===== config.mk =====
export PLATFORM = sky130hd
export DESIGN_NAME = i2c_dom_target
export DESIGN_NICKNAME = d
export VERILOG_FILES = /design/src/rtl/i2c_dom_target_pkg.sv /design/src/rtl/i2c_dom_target_bus_sync.sv /design/src/rtl/i2c_dom_target.sv
export SDC_FILE = /design/constraint.sdc
export NUM_CORES = 1
export LEC_CHECK = 0
export BUFFER_PORTS_ARGS = -buffer_cell sky130_fd_sc_hd__buf_2
export CAP_MARGIN = 5
export CORE_MARGIN = 3
export CORE_UTILIZATION = 41
export CTS_CLUSTER_SIZE = 28
export DETAILED_ROUTE_END_ITERATION = 6
export RECOVER_POWER = 50
export REMOVE_ABC_BUFFERS = 1
export SYNTH_ARGS = -nofsm -noshare
export SYNTH_HDL_FRONTEND = slang
export SYNTH_HIERARCHICAL = 1
export SYNTH_SLANG_ARGS = --single-unit

===== constraint.sdc =====
create_clock -name clk -period 4.9 [get_ports clk]
set_clock_uncertainty 0.05 [all_clocks]
set_input_delay 0.98 -clock clk [delete_from_list [all_inputs] [get_ports clk]]
set_output_delay 0.98 -clock clk [all_outputs]
set_load 0.01 [all_outputs]

===== src/rtl/i2c_dom_target_pkg.sv =====
// Shared I2C defines for the domain-tagged register target.
// Holds the FSM state encoding, the register index map, the bit-counter
// width and the read-side register multiplexer.
package i2c_dom_target_pkg;

  typedef enum logic [3:0] {
    ST_IDLE,
    ST_ADDR,
    ST_ADDR_ACK,
    ST_PTR,
    ST_PTR_ACK,
    ST_WDATA,
    ST_WDATA_ACK,
    ST_RDATA,
    ST_RDATA_ACK
  } state_e;

  // Counts sampled data bits 0..8 within a byte.
  localparam int BIT_CNT_W = 4;

  localparam logic [1:0] REG_CTRL0 = 2'd0;
  localparam logic [1:0] REG_CTRL1 = 2'd1;
  localparam logic [1:0] REG_STAT0 = 2'd2;
  localparam logic [1:0] REG_STAT1 = 2'd3;

  function automatic logic [7:0] reg_mux(input logic [1:0] idx,
                                         input logic [7:0] c0, input logic [7:0] c1,
                                         input logic [7:0] s0, input logic [7:0] s1);
    logic [7:0] r;
    case (idx)
      REG_CTRL0: r = c0;
      REG_CTRL1: r = c1;
      REG_STAT0: r = s0;
      default:   r = s1;
    endcase
    return r;
  endfunction

endpackage


===== src/rtl/i2c_dom_target_bus_sync.sv =====
// i2c_bus_sync: brings the asynchronous pad scl/sda into the clk domain
// and derives bus events from the synchronized values only.
// Ports:
//   clk, rst          - system clock, async active-high reset
//   scl_i, sda_i      - raw pad inputs
//   sda_s             - synchronized sda level
//   scl_rise/scl_fall - one-clk strobes on synchronized scl edges
//   start_det         - sda fell while scl high
//   stop_det          - sda rose while scl high
module i2c_bus_sync (
  input  logic clk,
  input  logic rst,
  input  logic scl_i,
  input  logic sda_i,
  output logic sda_s,
  output logic scl_rise,
  output logic scl_fall,
  output logic start_det,
  output logic stop_det
);

  logic [1:0] scl_sync_q, scl_sync_d;
  logic [1:0] sda_sync_q, sda_sync_d;
  logic       scl_hist_q, scl_hist_d;
  logic       sda_hist_q, sda_hist_d;
  logic       scl_s;

  always_comb begin
    scl_sync_d = {scl_sync_q[0], scl_i};
    sda_sync_d = {sda_sync_q[0], sda_i};
    scl_hist_d = scl_sync_q[1];
    sda_hist_d = sda_sync_q[1];
  end

  // Reset to the idle-bus level so leaving reset never looks like a START.
  always_ff @(posedge clk or posedge rst) begin
    if (rst) begin
      scl_sync_q <= 2'b11;
      sda_sync_q <= 2'b11;
      scl_hist_q <= 1'b1;
      sda_hist_q <= 1'b1;
    end else begin
      scl_sync_q <= scl_sync_d;
      sda_sync_q <= sda_sync_d;
      scl_hist_q <= scl_hist_d;
      sda_hist_q <= sda_hist_d;
    end
  end

  assign scl_s     = scl_sync_q[1];
  assign sda_s     = sda_sync_q[1];
  assign scl_rise  =  scl_s & ~scl_hist_q;
  assign scl_fall  = ~scl_s &  scl_hist_q;
  // scl must be high in both samples so an scl edge never counts as a condition.
  assign start_det = scl_s & scl_hist_q & ~sda_s &  sda_hist_q;
  assign stop_det  = scl_s & scl_hist_q &  sda_s & ~sda_hist_q;

endmodule


===== src/rtl/i2c_dom_target.sv =====
// i2c_dom_target: 7-bit I2C register target with four byte registers
// (ctrl0/ctrl1 writable, stat0/stat1 read-only) and a security-domain tag
// captured at START and reported with each write.
// Ports:
//   clk, rst          - system clock, async active-high reset
//   domain            - domain of the bus segment, latched at START
//   sl_addr           - own 7-bit address
//   scl_i, sda_i      - pad inputs; sda_oe=1 pulls SDA low
//   ctrl0, ctrl1      - writable register contents
//   stat0, stat1      - read-only register inputs
//   wr_pulse/wr_idx/wr_domain - write strobe, index and domain of last write
//   busy              - addressed, from address ACK until STOP / IDLE
module i2c_dom_target
  import i2c_dom_target_pkg::*;
(
  input  logic       clk,
  input  logic       rst,
  input  logic       domain,
  input  logic [6:0] sl_addr,
  input  logic       scl_i,
  input  logic       sda_i,
  output logic       sda_oe,
  output logic [7:0] ctrl0,
  output logic [7:0] ctrl1,
  input  logic [7:0] stat0,
  input  logic [7:0] stat1,
  output logic       wr_pulse,
  output logic [1:0] wr_idx,
  output logic       wr_domain,
  output logic       busy
);

  logic sda_s, scl_rise, scl_fall, start_det, stop_det;

  i2c_bus_sync u_sync (
    .clk       (clk),
    .rst       (rst),
    .scl_i     (scl_i),
    .sda_i     (sda_i),
    .sda_s     (sda_s),
    .scl_rise  (scl_rise),
    .scl_fall  (scl_fall),
    .start_det (start_det),
    .stop_det  (stop_det)
  );

  state_e               state_q, state_d;
  logic [BIT_CNT_W-1:0] cnt_q, cnt_d;
  logic [7:0]           sh_q, sh_d;      // received byte
  logic [7:0]           tx_q, tx_d;      // byte being sent, MSB = next bit
  logic                 rw_q, rw_d;
  logic [1:0]           ptr_q, ptr_d;
  logic                 dom_q, dom_d;
  logic                 mack_q, mack_d;  // master ACK bit, 0 = ACK
  logic                 sda_oe_q, sda_oe_d;
  logic                 busy_q, busy_d;
  logic                 wr_pulse_q, wr_pulse_d;
  logic [1:0]           wr_idx_q, wr_idx_d;
  logic                 wr_domain_q, wr_domain_d;
  logic [7:0]           ctrl0_q, ctrl0_d;
  logic [7:0]           ctrl1_q, ctrl1_d;

  logic byte_in;
  assign byte_in = (cnt_q == BIT_CNT_W'(8));

  always_comb begin
    state_d     = state_q;
    cnt_d       = cnt_q;
    sh_d        = sh_q;
    tx_d        = tx_q;
    rw_d        = rw_q;
    ptr_d       = ptr_q;
    dom_d       = dom_q;
    mack_d      = mack_q;
    sda_oe_d    = sda_oe_q;
    busy_d      = busy_q;
    wr_pulse_d  = 1'b0;
    wr_idx_d    = wr_idx_q;
    wr_domain_d = wr_domain_q;
    ctrl0_d     = ctrl0_q;
    ctrl1_d     = ctrl1_q;

    if (stop_det) begin
      state_d  = ST_IDLE;
      sda_oe_d = 1'b0;
      busy_d   = 1'b0;
    end else if (start_det) begin
      state_d = ST_ADDR;
      dom_d   = domain;
      cnt_d   = '0;
    end else begin
      case (state_q)
        ST_ADDR, ST_PTR, ST_WDATA: begin
          if (scl_rise && !byte_in) begin
            sh_d  = {sh_q[6:0], sda_s};
            cnt_d = cnt_q + BIT_CNT_W'(1);
          end
          // ACK is driven from the fall after bit 8.
          if (scl_fall && byte_in) begin
            cnt_d = '0;
            case (state_q)
              ST_ADDR: begin
                if (sh_q[7:1] == sl_addr) begin
                  state_d  = ST_ADDR_ACK;
                  rw_d     = sh_q[0];
                  sda_oe_d = 1'b1;
                  busy_d   = 1'b1;
                end else begin
                  state_d = ST_IDLE;
                  busy_d  = 1'b0;
                end
              end
              ST_PTR: begin
                state_d  = ST_PTR_ACK;
                sda_oe_d = 1'b1;
              end
              default: begin
                state_d  = ST_WDATA_ACK;
                sda_oe_d = 1'b1;
              end
            endcase
          end
        end
        ST_ADDR_ACK: begin
          if (scl_fall) begin
            if (rw_q) begin
              // Read byte is frozen here; later stat changes do not leak in.
              tx_d     = reg_mux(ptr_q, ctrl0_q, ctrl1_q, stat0, stat1);
              sda_oe_d = ~tx_d[7];
              state_d  = ST_RDATA;
            end else begin
              sda_oe_d = 1'b0;
              state_d  = ST_PTR;
            end
          end
        end
        ST_PTR_ACK: begin
          if (scl_fall) begin
            ptr_d    = sh_q[1:0];
            sda_oe_d = 1'b0;
            state_d  = ST_WDATA;
          end
        end
        ST_WDATA_ACK: begin
          if (scl_fall) begin
            sda_oe_d    = 1'b0;
            wr_pulse_d  = 1'b1;
            wr_idx_d    = ptr_q;
            wr_domain_d = dom_q;
            if (ptr_q == REG_CTRL0) ctrl0_d = sh_q;
            if (ptr_q == REG_CTRL1) ctrl1_d = sh_q;
            ptr_d   = ptr_q + 2'd1;
            state_d = ST_WDATA;
          end
        end
        ST_RDATA: begin
          if (scl_rise && !byte_in) cnt_d = cnt_q + BIT_CNT_W'(1);
          if (scl_fall) begin
            if (byte_in) begin
              cnt_d    = '0;
              sda_oe_d = 1'b0;
              state_d  = ST_RDATA_ACK;
            end else begin
              tx_d     = {tx_q[6:0], 1'b0};
              sda_oe_d = ~tx_q[6];
            end
          end
        end
        ST_RDATA_ACK: begin
          if (scl_rise) mack_d = sda_s;
          if (scl_fall) begin
            if (!mack_q) begin
              ptr_d    = ptr_q + 2'd1;
              tx_d     = reg_mux(ptr_d, ctrl0_q, ctrl1_q, stat0, stat1);
              sda_oe_d = ~tx_d[7];
              state_d  = ST_RDATA;
            end else begin
              state_d = ST_IDLE;
              busy_d  = 1'b0;
            end
          end
        end
        default: state_d = ST_IDLE;
      endcase
    end
  end

  always_ff @(posedge clk or posedge rst) begin
    if (rst) begin
      state_q     <= ST_IDLE;
      cnt_q       <= '0;
      sh_q        <= '0;
      tx_q        <= '0;
      rw_q        <= 1'b0;
      ptr_q       <= 2'd0;
      dom_q       <= 1'b0;
      mack_q      <= 1'b1;
      sda_oe_q    <= 1'b0;
      busy_q      <= 1'b0;
      wr_pulse_q  <= 1'b0;
      wr_idx_q    <= 2'd0;
      wr_domain_q <= 1'b0;
      ctrl0_q     <= 8'h00;
      ctrl1_q     <= 8'h00;
    end else begin
      state_q     <= state_d;
      cnt_q       <= cnt_d;
      sh_q        <= sh_d;
      tx_q        <= tx_d;
      rw_q        <= rw_d;
      ptr_q       <= ptr_d;
      dom_q       <= dom_d;
      mack_q      <= mack_d;
      sda_oe_q    <= sda_oe_d;
      busy_q      <= busy_d;
      wr_pulse_q  <= wr_pulse_d;
      wr_idx_q    <= wr_idx_d;
      wr_domain_q <= wr_domain_d;
      ctrl0_q     <= ctrl0_d;
      ctrl1_q     <= ctrl1_d;
    end
  end

  assign sda_oe    = sda_oe_q;
  assign busy      = busy_q;
  assign wr_pulse  = wr_pulse_q;
  assign wr_idx    = wr_idx_q;
  assign wr_domain = wr_domain_q;
  assign ctrl0     = ctrl0_q;
  assign ctrl1     = ctrl1_q;

endmodule


==> impl_metrics.csv, run 1 <==
group,metric,value,unit
clocking,cts_num_sinks,56,
power,p_comb_frac,0.293,
worst_setup_path,slowest_delay,720,ps
clocking,cts_tree,"yes",
clocking,cts-root-buf,"clkbuf_8",
routing,vias,2575,
global_route,grt_antenna_before_repair,0,
clocking,holdBufCountCts,0,
power,clkPwrFrac,0.225,
synthesis,synth.avg_cell_area,10.15,um2
place,port_buffers,49,
global_route,grt_pass1_wl,12.83,mm
routing,wl_met1,3.530,mm
worst_setup_path,worst_setup_path_end_kind,"register",
sta,whs,320.4,ps
synthesis,ys_warn_count,6,
floorplanning,start_util,0.4348,
worst_setup_path,cp.required,5060,ps
synthesis,ys_ff_latch,56,
synthesis,synth_ff_type,"dfrtp_1",
worst_setup_path,path_class,"register to register",
sta,timing.fmax,348.5,MHz
cells_and_area,drive_gt1_frac,0.2893,
synthesis,yosysSeqAreaShare,0.4355,
power,power.density,335.4,nW/um2
global_route,grt_max_degree,51,
sta,post-route-period-util,0.5856,
floorplanning,num_rows,31,
worst_setup_path,cp_max_fo,11,
run_status,violations,"max-capacitance violations, max-slew violations",
power,power_leakage,1.702,nW
cells_and_area,diodes,0,
routing,wl_per_cell,16.70,um
place,dp_hpwl,5.672,mm
worst_setup_path,cp_data_arrival_time,3030,ps
global_route,grtUsageTotal,0.1820,
cells_and_area,design_area,3613,um2
global_route,grt-ovfl-total,0,
cells_and_area,area_growth,11.59,%
routing,route.met3.wl,372,um
sta,rsz0062_at_grt,"false",
clocking,cts_max_path_buffers,2,
sta,post-route-min-period,2870,ps
worst_setup_path,cp_cell_sequence,"nor2b_1 > nor2b_1 > and3_1 > nand2_1 > mux2_2",
cells_and_area,multiInputGateArea,1699,um2
cells_and_area,area.sequential,1410,um2
synthesis,yosysUniqueCellTypes,54,
worst_setup_path,cp_slowest_cell,"nor2b_1",
sta,worstMarginPinSlew,1894,ps
clocking,clkLatencyLatePin,320,ps
synthesis,synth_edf_count,0,
worst_setup_path,worst_setup_path_start_kind,"register",
floorplanning,die_w,94.87,um
routing,drt_pass1_iterations,6,
flow_run,timing.max_cap.violations,1,
worst_setup_path,crit_path_frequent_cell,"nor2b_1",
cells_and_area,nets,391,
global_route,grt_pass1_vias,2524,
place,postPlaceCellArea,3523,um2
place,place_congestion,0.8361,
power,power_switching,447.7,uW
routing,maxUsedRoutingLayer,"met4",
power,total_power,1.212,mW
power,ir_drop,0.2388,mV
floorplanning,pin_count,50,
floorplanning,dieArea,9000,um2
floorplanning,core_area,7447,um2
worst_setup_path,crit_buf_inv,0,
clocking,cts_resized,0,
routing,drtAntennaViolNets,0,
hold_path,hold_class,"register to register",
run_status,status,"finished with violations",
synthesis,synthArstFlopShare,1.000,
clocking,post-cts-setup-buffers,0,
power,p_sw_frac,0.3694,
clocking,clk_pin_slew_worst_paths,110,ps
sta,maxSlewViolCount,51,
sta,hold_viol,0,
routing,wl_met2,3.619,mm
sta,slew_headroom,-0.2638,
floorplanning,die_h,94.87,um
sta,setup_viol_count_final,0,
routing,wl,7.600,mm
synthesis,syn_area,3238,um2
clocking,ctsHtreeMaxLevel,2,
cells_and_area,fillers,726,
routing,vias_per_cell,5.659,
routing,drc,0,
clocking,numCtsBuffers,5,
power,power_frac_seq,0.482,
worst_setup_path,crit_family,"simple AND/OR/NAND/NOR gates",
sta,fin_setup_tns,0,ps
routing,drt_iter0_markers,218,
power,p_int,764.3,uW
synthesis,syn_inst,319,
==> power by group through the flow <==
stage | combinational [mW] | clock [mW] | sequential (mW)
after detailed placement | 0.352 | 0 | 0.595
after global placement | 0.349 | 0 | 0.595
after CTS | 0.354 | 0.281 | 0.586
after floorplan | 0.269 | 0 | 0.575
final | 0.355 | 0.272 | 0.584
after global routing | 0.402 | 0.300 | 0.598
==> cells by family after synthesis <==
| logic type | after synthesis | share of synthesized area |
|---|---|---|
| DFF | 56 | 0.4355 |
| and+or+nand+nor | 99 | 0.1607 |
| AOI/OAI and AO/OA | 75 | 0.1712 |
| buffers and inverters | 32 | 0.03980 |
| muxes | 40 | 0.1376 |
| xor gates and xnor gates | 9 | 0.02434 |
| adders and majority gates | 8 | 0.03091 |
==> path summary, 6_finish.rpt <==
kind | start | to | slack [ps] | cells past startpoint
setup / recovery | u_sync/scl_hist_q | ctrl0[4] | 2030 | 5
hold / removal | u_sync/sda_sync_q[0] | u_sync/sda_sync_q[1] | 320 | 0
setup reg to reg | u_sync/scl_hist_q | ctrl0[4] | 2030 | 5
hold reg to reg | u_sync/sda_sync_q[0] | u_sync/sda_sync_q[1] | 320 | 0
max in group asynchronous | rst | ctrl1[2] | 2490 | 2
min in group asynchronous | rst | u_sync/sda_sync_q[0] | 730 | 2
==> cells in the final DEF, fill, tap and decap left out, drive strengths merged, types with 2 or more instances in the layout <==
cell	n
nand3b	2
or2	2
nand2	34
a21oi	16
buf	46
o21bai	2
nand2b	5
nor3	2
nand3	6
nand4b	3
dfstp	7
o31ai	2
o22ai	5
a31oi	4
o211ai	8
nor2	26
o21ai	14
and3	2
a222oi	16
mux2	36
and4b	3
mux2i	4
nand4	2
ha	8
xnor2	8
nor2b	6
dfrtp	49
clkbuf	8
inv	14
==> flip-flops by register name, indices dropped and copies added (netlist names), 2 cells and up <==
| name | flops |
|---|---|
| ctrl0 | 8 |
| ptr_q | 2 |
| sh_q | 8 |
| cnt_q | 4 |
| state_q | 4 |
| wr_idx | 2 |
| u_sync/scl_sync_q | 2 |
| tx_q | 7 |
| u_sync/sda_sync_q | 2 |
| ctrl1 | 8 |
==> cell usage after synthesis, drive strengths merged, types with 2 or more instances <==
library cell  number  area [um2]
ha                 8       100.1
mux2i              4       40.04
a31oi              4       25.02
nor2b              6       37.54
mux2              36       405.4
nand2             34       132.6
or2                2       12.52
nand3b             2       15.01
nand2b             5       38.78
buf                4       21.27
and3               2       12.51
xnor2              8       70.07
nor2              26       113.9
nor3               2       10.01
nand3              6       30.03
o22ai              5       37.53
a21oi             16       83.83
dfstp              7       183.9
o211ai             8       60.06
nand4              2       12.51
clkbuf            16       62.56
a222oi            16       160.2
dfrtp             49        1226
nand4b             3       26.28
inv               12       45.04
o21ai             14       70.06
o21bai             2       15.01
o31ai              2       15.01
and4b              3       30.03
==> per-stage QoR <==
step	utilization	worst slack (ps)	instances
2_1_floorplan	-	2475	299
4_1_cts	0.4857	2070	455
3_3_place_gp	0.4731	2176	447
6_report	0.4852	2031	455
3_5_place_dp	0.4731	2090	447
5_1_grt	0.4852	1833	455
==> area by class of cell <==
cell class                 instances  area share
clock buffer                       5     0.01904
clock inverter                     3    0.006925
inverter                          12     0.01247
multi-input combinational        231      0.4702
sequential                        56      0.3902
tap                               99     0.03428
timing repair buffer              49     0.06683
==> metal layers <==
layer  track usage  vias up
met3       0.02869        6
met5             0        -
met1        0.2619     1250
met2        0.2836       78
met4       0.05048        0
li1              -     1241
Power figures use the tool's default switching activity.
==> inputs of run 2 (changes only) <==
--- a/config.mk
+++ b/config.mk
@@ -5,6 +5,7 @@
 export SDC_FILE = /design/constraint.sdc
 export NUM_CORES = 1
 export LEC_CHECK = 0
+export ABC_AREA = 1
 export BUFFER_PORTS_ARGS = -buffer_cell sky130_fd_sc_hd__buf_2
 export CAP_MARGIN = 5
 export CORE_MARGIN = 3
==> constraint.sdc (replaced) <==
create_clock -name clk -period 2.95 [get_ports clk]
set_clock_uncertainty 0.05 [all_clocks]
set_input_delay 0.59 -clock clk [delete_from_list [all_inputs] [get_ports clk]]
set_output_delay 0.59 -clock clk [all_outputs]
set_load 0.01 [all_outputs]
==> run 2 against run 1 <==
Net effect: the flow now finishes without violations; die area rose by 3.3%; wire length rose by 3.7%; sequential cell count did not move; clock power rose by 89%; largest power group unchanged; global-route usage fell by 0.41 points; sequential share of layout area fell by 1.8 points; combinational power fell by 31%; first-iteration DRC count fell by 33%; worst setup slack got worse by 1200 ps.
==> impl_metrics.csv, run 2 <==
group,metric,value,unit
power,p_comb_frac,0.149,
global_route,grt_max_degree,51,
routing,wl,7.880,mm
synthesis,netlist.area_leader.share,0.3657,
synthesis,synth_top_family_by_area,"simple AND/OR/NAND/NOR gates",
floorplanning,pin_count,50,
sta,whs,317.6,ps
sta,setup_viol_count_final,0,
synthesis,yosysTopAreaCell,"dfrtp_1",
synthesis,synth_ff_type,"dfrtp_1",
power,power.density,433.1,nW/um2
global_route,grt-ovfl-total,0,
worst_setup_path,cp_data_arrival_time,2290,ps
routing,vias,2926,
worst_setup_path,timing.rr.end,"sh_q[2]",
cells_and_area,fin_util,0.4825,
synthesis,ys_warn_count,6,
power,power_frac_seq,0.536,
sta,worstMarginPinSlew,1219,ps
routing,vias_per_cell,5.002,
power,p_sw_frac,0.2867,
floorplanning,start_util,0.4273,
synthesis,muxShareOfSynthArea,0,
worst_setup_path,r2r_slack,820,ps
floorplanning,dieArea,9300,um2
sta,post-route-min-period,2131,ps
global_route,grtUsageTotal,0.1779,
synthesis,synth_edf_count,0,
cells_and_area,area.sequential,1410,um2
power,p_int,1.170,mW
worst_setup_path,cp.required,3110,ps
floorplanning,die_w,96.44,um
hold_path,min_path_cells,0,
clocking,clkLatencyLatePin,310,ps
synthesis,syn_inst,434,
clocking,cts_tree,"yes",
cells_and_area,diodes,0,
global_route,grt_antenna_before_repair,0,
worst_setup_path,cp_max_fo,16,
power,total_power,1.640,mW
sta,rsz0062_at_grt,"false",
clocking,cts_num_sinks,56,
synthesis,synth_most_common_cell,"nand2_1",
synthesis,synthXorXnorAreaFrac,0.005224,
place,place_congestion,0.9268,
routing,drtAntennaViolNets,0,
run_status,status,"complete, no violations",
clocking,cts-root-buf,"clkbuf_8",
routing,wl_per_cell,13.47,um
sta,post-route-period-util,0.7222,
clocking,post-cts-setup-buffers,0,
cells_and_area,multiInputGateArea,1630,um2
synthesis,synth_commonest_cells,"nand2_1, inv_1, dfrtp_1, nor2_1, o21ai_0",
place,port_buffers,49,
sta,hold_viol,0,
cells_and_area,fillers,801,
synthesis,yosys.area_share.simple,0.2571,
place,postPlaceCellArea,3696,um2
clocking,holdBufCountCts,0,
power,power_switching,470.1,uW
clocking,cts_resized,0,
global_route,grt_pass1_wl,12.94,mm
cells_and_area,nets,518,
place,dp_hpwl,6.139,mm
floorplanning,die_h,96.44,um
worst_setup_path,worst_setup_path_end_kind,"register",
synthesis,yosysUniqueCellTypes,39,
power,clkPwrFrac,0.314,
synthesis,synth.avg_cell_area,7.726,um2
clocking,numCtsBuffers,5,
clocking,cts_max_path_buffers,2,
routing,drt_pass1_iterations,4,
floorplanning,num_rows,32,
sta,maxSlewViolCount,0,
cells_and_area,area_growth,12.91,%
flow_run,timing.max_cap.violations,0,
hold_path,hold_class,"register to register",
worst_setup_path,worst_setup_path_start_kind,"register",
synthesis,synthTopCellsByArea,"dfrtp_1, nand2_1, inv_1",
synthesis,yosysSeqAreaShare,0.4205,
routing,drc,0,
synthesis,synthArstFlopShare,1.000,
synthesis,syn_area,3353,um2
cells_and_area,drive_gt1_frac,0.1967,
power,ir_drop,0.2463,mV
global_route,grt_pass1_vias,2703,
routing,drt_iter0_markers,146,
cells_and_area,layout.cells.most_common_list,"nand2_1, inv_1, dfrtp_1",
synthesis,synth_fa_ha_area_frac,0.02985,
synthesis,synth-compound-area-share,0.1940,
cells_and_area,design_area,3786,um2
sta,slew_headroom,0.1871,
worst_setup_path,timing.rr.start,"u_sync/sda_sync_q[1]",
worst_setup_path,critPathLaunch,"u_sync/sda_sync_q[1]",
power,power_leakage,1.873,nW
worst_setup_path,path_class,"register to register",
sta,timing.fmax,469.4,MHz
cells_and_area,final_common_cell,"nand2_1",
clocking,clk_pin_slew_worst_paths,100,ps
sta,fin_setup_tns,0,ps
synthesis,ys_ff_latch,56,
worst_setup_path,reg2regPathDepth,8,
clocking,ctsHtreeMaxLevel,2,
worst_setup_path,endpoint,"sh_q[2]",
floorplanning,core_area,7848,um2
[run 2: cell types whose count changed after synthesis, sizes merged, moves of 6 or more]
cell    before  now
nand2       34  137
inv         12   68
mux2        36    0
clkbuf      16    6
a222oi      16    0
nor2b        6    0
nand3        6   19
o21ai       14   38
xnor2        8    1
o211ai       8   15
o221ai       1   12
[run 2: cell families (layout without fill, tap and decap cells)]
logic type,Yosys count,in the layout
AO/OA/AOI/OAI,93,93
XOR/XNOR,2,2
adder cells (fa/ha/maj),8,8
buffers and inverters,79,128
flip-flops,56,56
AND/OR/NAND/NOR,196,196
[run 2: power groups by stage]
| stage | Clock, mW | Sequential (mW) | Combinational, mW |
|---|---|---|---|
| finish | 0.515 | 0.879 | 0.245 |
| global route | 0.569 | 0.887 | 0.284 |
| CTS | 0.536 | 0.880 | 0.252 |
| detailed placement | 0 | 0.895 | 0.251 |
| global placement | 0 | 0.892 | 0.246 |
| floorplan | 0 | 0.884 | 0.169 |
[run 2: layout make-up]
class | count | area share
Multi-Input combinational cell | 299 | 0.4306
Sequential cell | 56 | 0.3724
Inverter | 70 | 0.06940
Timing Repair Buffer | 50 | 0.06444
Tap cell | 102 | 0.03371
Clock buffer | 6 | 0.01917
Clock inverter | 2 | 0.01024
[run 2: worst max-delay path, stage by stage, from the launching register on]
cell     delay, ps
dfstp_1        580
inv_1           50
nand2_1         50
nor2_1          50
nor2_2         180
inv_1          150
nor2_1         190
nand3_1        410
o21ai_0        320
[run 2: metrics by stage]
step / worst slack, ps / std cells
2_1_floorplan: 1110 / 425
3_3_place_gp: 862.2 / 577
3_5_place_dp: 819.5 / 577
4_1_cts: 783.1 / 585
5_1_grt: 576.4 / 585
6_report: 819.5 / 585
[run 2: how the worst min path moves through the flow]
stage                                    start                   end  slack, ps
final                     u_sync/sda_sync_q[0]  u_sync/sda_sync_q[1]        320
after global routing                     sda_i  u_sync/sda_sync_q[0]        290
after CTS                                  rst              ctrl0[0]        260
after detailed placement  u_sync/sda_sync_q[0]  u_sync/sda_sync_q[1]        300
after global placement    u_sync/sda_sync_q[0]  u_sync/sda_sync_q[1]        300
after floorplan           u_sync/scl_sync_q[0]  u_sync/scl_sync_q[1]        300
[run 2: per-layer routing]
metal	global-route usage	up-vias	routed length, um
met5	0	-	0
met4	0.04089	0	33
met3	0.03873	2	598
met2	0.2743	78	3434
met1	0.2556	1329	3813
li1	-	1517	-
